$ cat src/rtl/uart_rx_byte.sv
// UART byte receiver: synchronises the serial line, samples each bit at the centre using
// half-bit ticks from an external baud generator, and hands bytes out on a valid/ready port.
module uart_rx_byte #(
    parameter int DATA_BITS   = 8,
    parameter int PARITY_EN   = 0,
    parameter int PARITY_ODD  = 0,
    parameter int SYNC_STAGES = 2
) (
    input  logic                 clk,
    input  logic                 rst_n,
    input  logic                 uart_rx,
    input  logic                 clk_bps,
    output logic                 bps_start,
    output logic [DATA_BITS-1:0] rx_data,
    output logic                 rx_valid,
    input  logic                 rx_ready,
    output logic                 rx_busy,
    output logic                 frame_err,
    output logic                 parity_err,
    output logic                 overrun
);

    localparam int   HW      = $clog2(2 * DATA_BITS + 6);
    localparam int   BW      = (DATA_BITS > 1) ? $clog2(DATA_BITS) : 1;
    localparam logic PAR_ODD = (PARITY_ODD != 0);

    typedef enum logic [2:0] {
        IDLE,
        START,
        DATA,
        PARITY,
        STOP,
        WAIT_HI
    } state_t;

    state_t                 state_q, state_d;
    logic [SYNC_STAGES-1:0] sync_q;
    logic                   rxs, rxs_d, fall;
    logic [HW-1:0]          hcnt_q, hcnt_d;
    logic [BW-1:0]          bcnt_q, bcnt_d;
    logic [DATA_BITS-1:0]   sr_q, sr_d;
    logic                   pflag_q, pflag_d;
    logic                   centre;
    logic                   ferr_d, perr_d;
    logic                   dlv_q, dlv_d;

    // Synchroniser and edge register reset to 1 so an idle line never looks like a start edge.
    always_ff @(posedge clk or negedge rst_n) begin
        if (!rst_n) begin
            sync_q <= '1;
            rxs_d  <= 1'b1;
        end else begin
            sync_q <= {sync_q[SYNC_STAGES-2:0], uart_rx};
            rxs_d  <= rxs;
        end
    end

    assign rxs  = sync_q[SYNC_STAGES-1];
    assign fall = rxs_d & ~rxs;

    // Ticks arrive every half bit; only the odd-numbered ones land on a bit centre.
    assign centre = clk_bps & ~hcnt_q[0];

    always_comb begin
        state_d = state_q;
        hcnt_d  = hcnt_q;
        bcnt_d  = bcnt_q;
        sr_d    = sr_q;
        pflag_d = pflag_q;
        ferr_d  = 1'b0;
        perr_d  = 1'b0;
        dlv_d   = 1'b0;

        if ((state_q == START || state_q == DATA || state_q == PARITY || state_q == STOP) && clk_bps)
            hcnt_d = hcnt_q + HW'(1);

        case (state_q)
            IDLE: begin
                if (fall) begin
                    state_d = START;
                    hcnt_d  = '0;
                    bcnt_d  = '0;
                    pflag_d = 1'b0;
                end
            end
            START: begin
                if (centre)
                    state_d = rxs ? IDLE : DATA;
            end
            DATA: begin
                if (centre) begin
                    sr_d   = {rxs, sr_q[DATA_BITS-1:1]};
                    bcnt_d = bcnt_q + BW'(1);
                    if (bcnt_q == BW'(DATA_BITS - 1))
                        state_d = (PARITY_EN != 0) ? PARITY : STOP;
                end
            end
            PARITY: begin
                if (centre) begin
                    pflag_d = (rxs != ((^sr_q) ^ PAR_ODD));
                    state_d = STOP;
                end
            end
            STOP: begin
                if (centre) begin
                    if (!rxs) begin
                        ferr_d  = 1'b1;
                        state_d = WAIT_HI;
                    end else if (pflag_q) begin
                        perr_d  = 1'b1;
                        state_d = IDLE;
                    end else begin
                        dlv_d   = 1'b1;
                        state_d = IDLE;
                    end
                end
            end
            WAIT_HI: begin
                // A held-low line (break) must go high before another start can be seen.
                if (rxs)
                    state_d = IDLE;
            end
            default: state_d = IDLE;
        endcase
    end

    always_ff @(posedge clk or negedge rst_n) begin
        if (!rst_n) begin
            state_q    <= IDLE;
            hcnt_q     <= '0;
            bcnt_q     <= '0;
            sr_q       <= '0;
            pflag_q    <= 1'b0;
            dlv_q      <= 1'b0;
            frame_err  <= 1'b0;
            parity_err <= 1'b0;
            bps_start  <= 1'b0;
        end else begin
            state_q    <= state_d;
            hcnt_q     <= hcnt_d;
            bcnt_q     <= bcnt_d;
            sr_q       <= sr_d;
            pflag_q    <= pflag_d;
            dlv_q      <= dlv_d;
            frame_err  <= ferr_d;
            parity_err <= perr_d;
            bps_start  <= (state_d == START) || (state_d == DATA) ||
                          (state_d == PARITY) || (state_d == STOP);
        end
    end

    // The shift register is untouched until the next frame's data bits, so it is read here directly.
    always_ff @(posedge clk or negedge rst_n) begin
        if (!rst_n) begin
            rx_data  <= '0;
            rx_valid <= 1'b0;
            overrun  <= 1'b0;
        end else begin
            overrun <= 1'b0;
            if (dlv_q) begin
                if (rx_valid && !rx_ready) begin
                    overrun <= 1'b1;
                end else begin
                    rx_data  <= sr_q;
                    rx_valid <= 1'b1;
                end
            end else if (rx_valid && rx_ready) begin
                rx_valid <= 1'b0;
            end
        end
    end

    assign rx_busy = (state_q != IDLE);

endmodule

$ cat config.mk
export PLATFORM = sky130hd
export DESIGN_NAME = uart_rx_byte
export DESIGN_NICKNAME = d
export VERILOG_FILES = /design/src/rtl/uart_rx_byte.sv
export SDC_FILE = /design/constraint.sdc
export NUM_CORES = 1
export LEC_CHECK = 0
export BUFFER_PORTS_ARGS = -buffer_cell sky130_fd_sc_hd__buf_2
export CELL_PAD_IN_SITES_DETAIL_PLACEMENT = 0
export CELL_PAD_IN_SITES_GLOBAL_PLACEMENT = 1
export CORE_UTILIZATION = 34
export DETAILED_ROUTE_END_ITERATION = 8
export GPL_ROUTABILITY_DRIVEN = 0
export HOLD_SLACK_MARGIN = 0.08
export PLACE_DENSITY_LB_ADDON = 0.1
export SETUP_SLACK_MARGIN = 0.2
export SLEW_MARGIN = 20
export SYNTH_ARGS = -nofsm -noshare
export SYNTH_HDL_FRONTEND = slang
export SYNTH_SLANG_ARGS = --single-unit
$ cat constraint.sdc
create_clock -name clk -period 1.25 [get_ports clk]
set_input_delay 0.375 -clock clk [delete_from_list [all_inputs] [get_ports clk]]
set_output_delay 0.375 -clock clk [all_outputs]
set_load 0.01 [all_outputs]
After elaboration in Yosys (flattened, before gate mapping)
Cells that the tools add are included.
- add/subtract/negate cells: 2
- equal/unequal tests: 15
- muxes and demuxes: 35
- bitwise logic cells: 5
- reductions and logical operators: 21
- operators with widths (kind ; count):
    3-bit two-way mux ; 10
    1-bit two-way mux ; 18
    3-bit case mux with 6 select lines ; 1
    5-bit two-way mux ; 3
    3-bit by 2-bit equality test with 1-bit output, second input constant ; 4
    3-bit equality test, second input constant ; 4
    2-bit != test, second input constant ; 4
    8-bit parity ; 1
    3-bit by 1-bit equality test with 1-bit output, second input constant ; 2
    1-bit logical OR ; 6
    3-bit case mux with 2 select lines ; 1
    2-bit AND reduction ; 3
    3-bit AND reduction ; 2
    2-bit nonzero test ; 3
    5-bit by 1-bit adder with 5-bit output, second input constant ; 1
    3-bit by 1-bit adder with 3-bit output, second input constant ; 1
    1-bit logical AND ; 3
    3-bit logical NOT ; 1
    1-bit NOT ; 3
    3-bit nonzero test ; 1
    1-bit AND ; 2
    2-bit two-way mux ; 1
    1-bit case mux with 2 select lines ; 1
    1-bit logical NOT ; 1
    1-bit != test ; 1
- register bits: 37
- input bits: 5
- output and inout bits: 14
- word-level logic and storage cells: 92

Longest topological paths before layout
- depth after elaboration: 8
- depth in mapped cells: 5
- gate-level depth less buffers: 5

Least setup slack after synthesis
Ideal clock, no wire load.
- path kind: register -> register
- start: reg sync_q[1]
- end: reg bcnt_q[1]
- library setup time: 121 ps
- arrival time: 1167 ps
- data required time: 1129 ps
- slack: -38 ps
- cell stages (with the launch flop): 6
- buffers on the path: 1
- period minus slack after synthesis: 1288 ps
- path through: dfstp_2 > buf_2 > nor3_1 > nand3b_1 > and2_1 > a22o_1
- word-level cells in the longest chain between the ends: 4
- RTL lines (what ; line ; source):
    start: declaration ; 37 ; logic [SYNC_STAGES-1:0] sync_q;
    start signal: assignment ; 53 ; sync_q <= {sync_q[SYNC_STAGES-2:0], uart_rx};
    1-bit NOT ; 59 ; assign fall = rxs_d & ~rxs;
    1-bit AND ; 59 ;
    2-bit != test (no line) ; -- ;
    3-bit AND reduction (no line) ; -- ;
    end signal: assignment ; 141 ; bcnt_q <= bcnt_d;
    end: declaration ; 40 ; logic [BW-1:0] bcnt_q, bcnt_d;
No other way between the ends.
A chain may end at the register's enable or synchronous reset.

Final worst setup path
- start: reg state_q[2]
- end: out rx_busy
- word-level cells in the longest chain between the ends: 1
- RTL lines (what ; line ; source):
    start: declaration ; 36 ; state_t state_q, state_d;
    start signal: assignment ; 139 ; state_q <= state_d;
    3-bit nonzero test ; 173 ; assign rx_busy = (state_q != IDLE);
    end: declaration ; 17 ; output logic rx_busy,
No other way between the ends.

==> flow_metrics.tcl <==
set metrics [dict create \
    status "finished, violations left" \
    violations "negative setup slack" \
    worstPathMaxFanout 2 \
    hp-class "in -> reg" \
    root_buffer "clkbuf_8" \
    post_drt_via_cell_ratio 4.73 \
    fin_cells 226 \
    grt_max_degree 23 \
    drc 0 \
    p_leak_nw 1.13 \
    grt_usage_pct 17.3 \
    synth_nets 118 \
    syn_avg_cell_area_um2 12.6 \
    peakVddDrop_mv 0.962 \
    cts_buffers 5 \
    cts_num_sinks 33 \
    setup_tns_ps -1350 \
    crit_family "flip-flops" \
    start_kind "flop" \
    vias 1070 \
    routedWlPerCell_um 14.1 \
    coreArea_um2 3800 \
    power_density_nw_per_um2 1910 \
    dp_hpwl_um 2010 \
    cp_cell_sequence "or3_4 -> buf_6" \
    hold_viol 0 \
    dieArea_um2 4380 \
    cts_max_level 2 \
    drv_cap 0 \
    critPathMaxStageDelay_ps 390 \
    seq_power_share_pct 34.0 \
    power_frac_comb_pct 47.2 \
    drv_slew 0 \
    setup_violations 15 \
    clock_latency_ps 280 \
    crit_type "reg -> out" \
    layout-drive-gt1-share_pct 60.1 \
    wl_um 3190 \
    critPathSlowestCell "dfrtp_1" \
    internal_power_mw 2.89 \
    critPathRequiredTime_ps 880 \
    clockBufferDepth 2 \
    drt_iter0_markers 53 \
    cts_tree "built" \
    ys_ff_latch 33 \
    yosys.cell_types.count 33 \
    port_buffers 18 \
    fin_worst_skew_ps 3.26 \
    grt_overflow 0 \
    antenna_cells 0 \
    fill_cells 334 \
    dp_cells 193 \
    fmaxAchievable_mhz 639 \
    path_clk_slew_ps 60 \
    rsz0062_at_grt "true" \
    yosysSeqAreaShare_pct 59.2 \
    grt_pass1_vias 1115 \
    ant_nets 0 \
    placed_cell_area_um2 1760 \
    pin_count 19 \
    period_needed_ps 1560 \
    final_util_pct 57.8 \
    fin_crit_sh_pct 125 \
    setup_ws_ps -315 \
    die_h_um 66.2 \
    slew_headroom_pct 79.2 \
    antenna_found_initial 0 \
    p_switching_mw 1.32 \
    syn_area_um2 1400 \
    arrival_ps 1190 \
    path_buf_inv 1 \
    worst_pin_slew_ps 312 \
    p_clk_share_pct 18.8 \
    rows 22 \
    grt_pass1_wl_um 5350 \
    netlist_instances 111 \
    crit_path_end_kind "output pin" \
    final_area_um2 2200 \
    start_util_pct 36.9 \
    dr.pass1.iters 4 \
    nets 185 \
    switching_share_pct 31.3 \
    synthToLayoutAreaGrowth_pct 56.8 \
    die_w_um 66.2 \
    yosys_warnings 0 \
]
## final timing paths
| path | from | end | slack [ps] | cells past startpoint |
|---|---|---|---|---|
| max | state_q[2] | rx_busy | -310 | 2 |
| min | uart_rx | sync_q[0] | 190 | 1 |
| max reg2reg | state_q[0] | sr_q[1] | -120 | 4 |
| min reg2reg | sync_q[0] | sync_q[1] | 360 | 0 |
| max in group asynchronous | rst_n | rx_data[3] | 330 | 3 |
| min in group asynchronous | rst_n | bps_start | 510 | 2 |
## power by group through the flow
stage	clock (mW)	combinational (mW)	sequential, mW
3_5_place_dp	0	1.35	1.48
4_1_cts	0.810	1.84	1.43
3_3_place_gp	0	1.32	1.47
5_1_grt	0.877	2.14	1.45
6_report	0.790	1.98	1.43
2_1_floorplan	0	0.846	1.46
## cells by family (layout without fill, tap and decap cells)
kind of cell / Yosys count / in the layout / share of synthesized area [%]
compound gates: 15 / 15 / 7.24
xor+xnor: 7 / 7 / 5.36
fa+ha+maj: 2 / 2 / 1.79
buf+inv: 9 / 76 / 2.95
flops: 33 / 33 / 59.2
mux: 16 / 16 / 12.9
simple gates: 29 / 29 / 10.5
## stage by stage
stage                     setup WS [ps]  power [mW]  hold slack, ps
after global placement             -136        2.79             275
final                              -315        4.20             188
after global routing               -363        4.47             173
after floorplan                   -4.57        2.31            79.4
after CTS                          -318        4.08             185
after detailed placement           -145        2.83             281
## layout by cell type, fill, tap and decap left out, drive strengths merged
cell / count
nor2b: 1
o32ai: 1
dfstp: 3
xnor2: 4
nand2: 3
nand3: 5
dlygate4sd3: 1
nand2b: 3
and2: 1
and3: 2
xnor3: 1
o31ai: 1
ha: 2
nand4: 1
xor2: 2
nor2: 9
o21a: 1
nand4b: 1
dfrtp: 30
a211o: 1
mux2: 16
a32oi: 1
nor3: 1
o21ai: 6
inv: 3
o22ai: 2
a22o: 2
or3: 1
nand3b: 1
buf: 65
clkbuf: 7
## synthesized netlist by cell type
cell | number | area share [%]
ha_1 | 2 | 1.8
xor2_1 | 2 | 1.3
xnor3_1 | 1 | 1.6
nand4b_1 | 1 | 0.63
buf_4 | 1 | 0.54
inv_1 | 3 | 0.80
a22o_1 | 2 | 1.3
nand4_1 | 1 | 0.45
nor3_1 | 1 | 0.36
nand3b_1 | 1 | 0.54
o32ai_1 | 1 | 0.63
nand2_1 | 3 | 0.80
o21ai_0 | 5 | 1.8
o22ai_1 | 2 | 0.89
nand2b_1 | 3 | 1.3
mux2_2 | 16 | 13
and2_1 | 1 | 0.45
nor2_1 | 9 | 2.4
nand3_1 | 5 | 1.8
clkbuf_1 | 2 | 0.54
dfstp_2 | 3 | 5.6
dfrtp_1 | 30 | 54
xnor2_1 | 4 | 2.5
a32oi_1 | 1 | 0.63
a211o_1 | 1 | 0.63
o21a_1 | 1 | 0.54
and3_1 | 2 | 0.89
buf_2 | 2 | 0.71
or3_1 | 1 | 0.45
clkbuf_2 | 1 | 0.36
o31ai_1 | 1 | 0.54
nor2b_1 | 1 | 0.45
o21ai_1 | 1 | 0.36
## registers in the layout (all words and copies together) (netlist names)
register / count
dlv_q: 1
rx_data: 8
sync_q: 2
parity_err: 1
pflag_q: 1
hcnt_q: 1
sr_q: 8
rx_valid: 1
bps_start: 1
bcnt_q: 3
frame_err: 1
rxs_d: 1
state_q: 3
overrun: 1
## routing by layer
| metal | up-vias | GRT usage [%] | routed length [um] |
|---|---|---|---|
| met3 | 2 | 6.72 | 176 |
| met5 | - | 0 | 0 |
| met2 | 34 | 26.8 | 1520 |
| met4 | 0 | 6.38 | 18 |
| li1 | 517 | - | - |
| met1 | 517 | 21.6 | 1480 |
## area by class of cell
cell class | count | area (um^2) | share of cell area [%]
clock buffers | 7 | 86.3 | 3.93
inverters | 3 | 11.3 | 0.513
multi-input cells | 69 | 692 | 31.5
well taps | 48 | 60.1 | 2.74
flip-flops and latches | 33 | 831 | 37.8
repair buffers | 66 | 515 | 23.5
## timing repair
| item | 4_1_cts | 5_1_grt |
|---|---|---|
| resized for setup | 29 | 9 |
| pin swaps | 11 | 9 |
| endpoints found under the setup margin | 34 | 42 |
| endpoints found under the hold margin | 8 | 0 |
| hold buffers | 1 | 0 |
| buffers inserted | 18 | 7 |
Note: power is estimated with default switching activity, not from simulation.
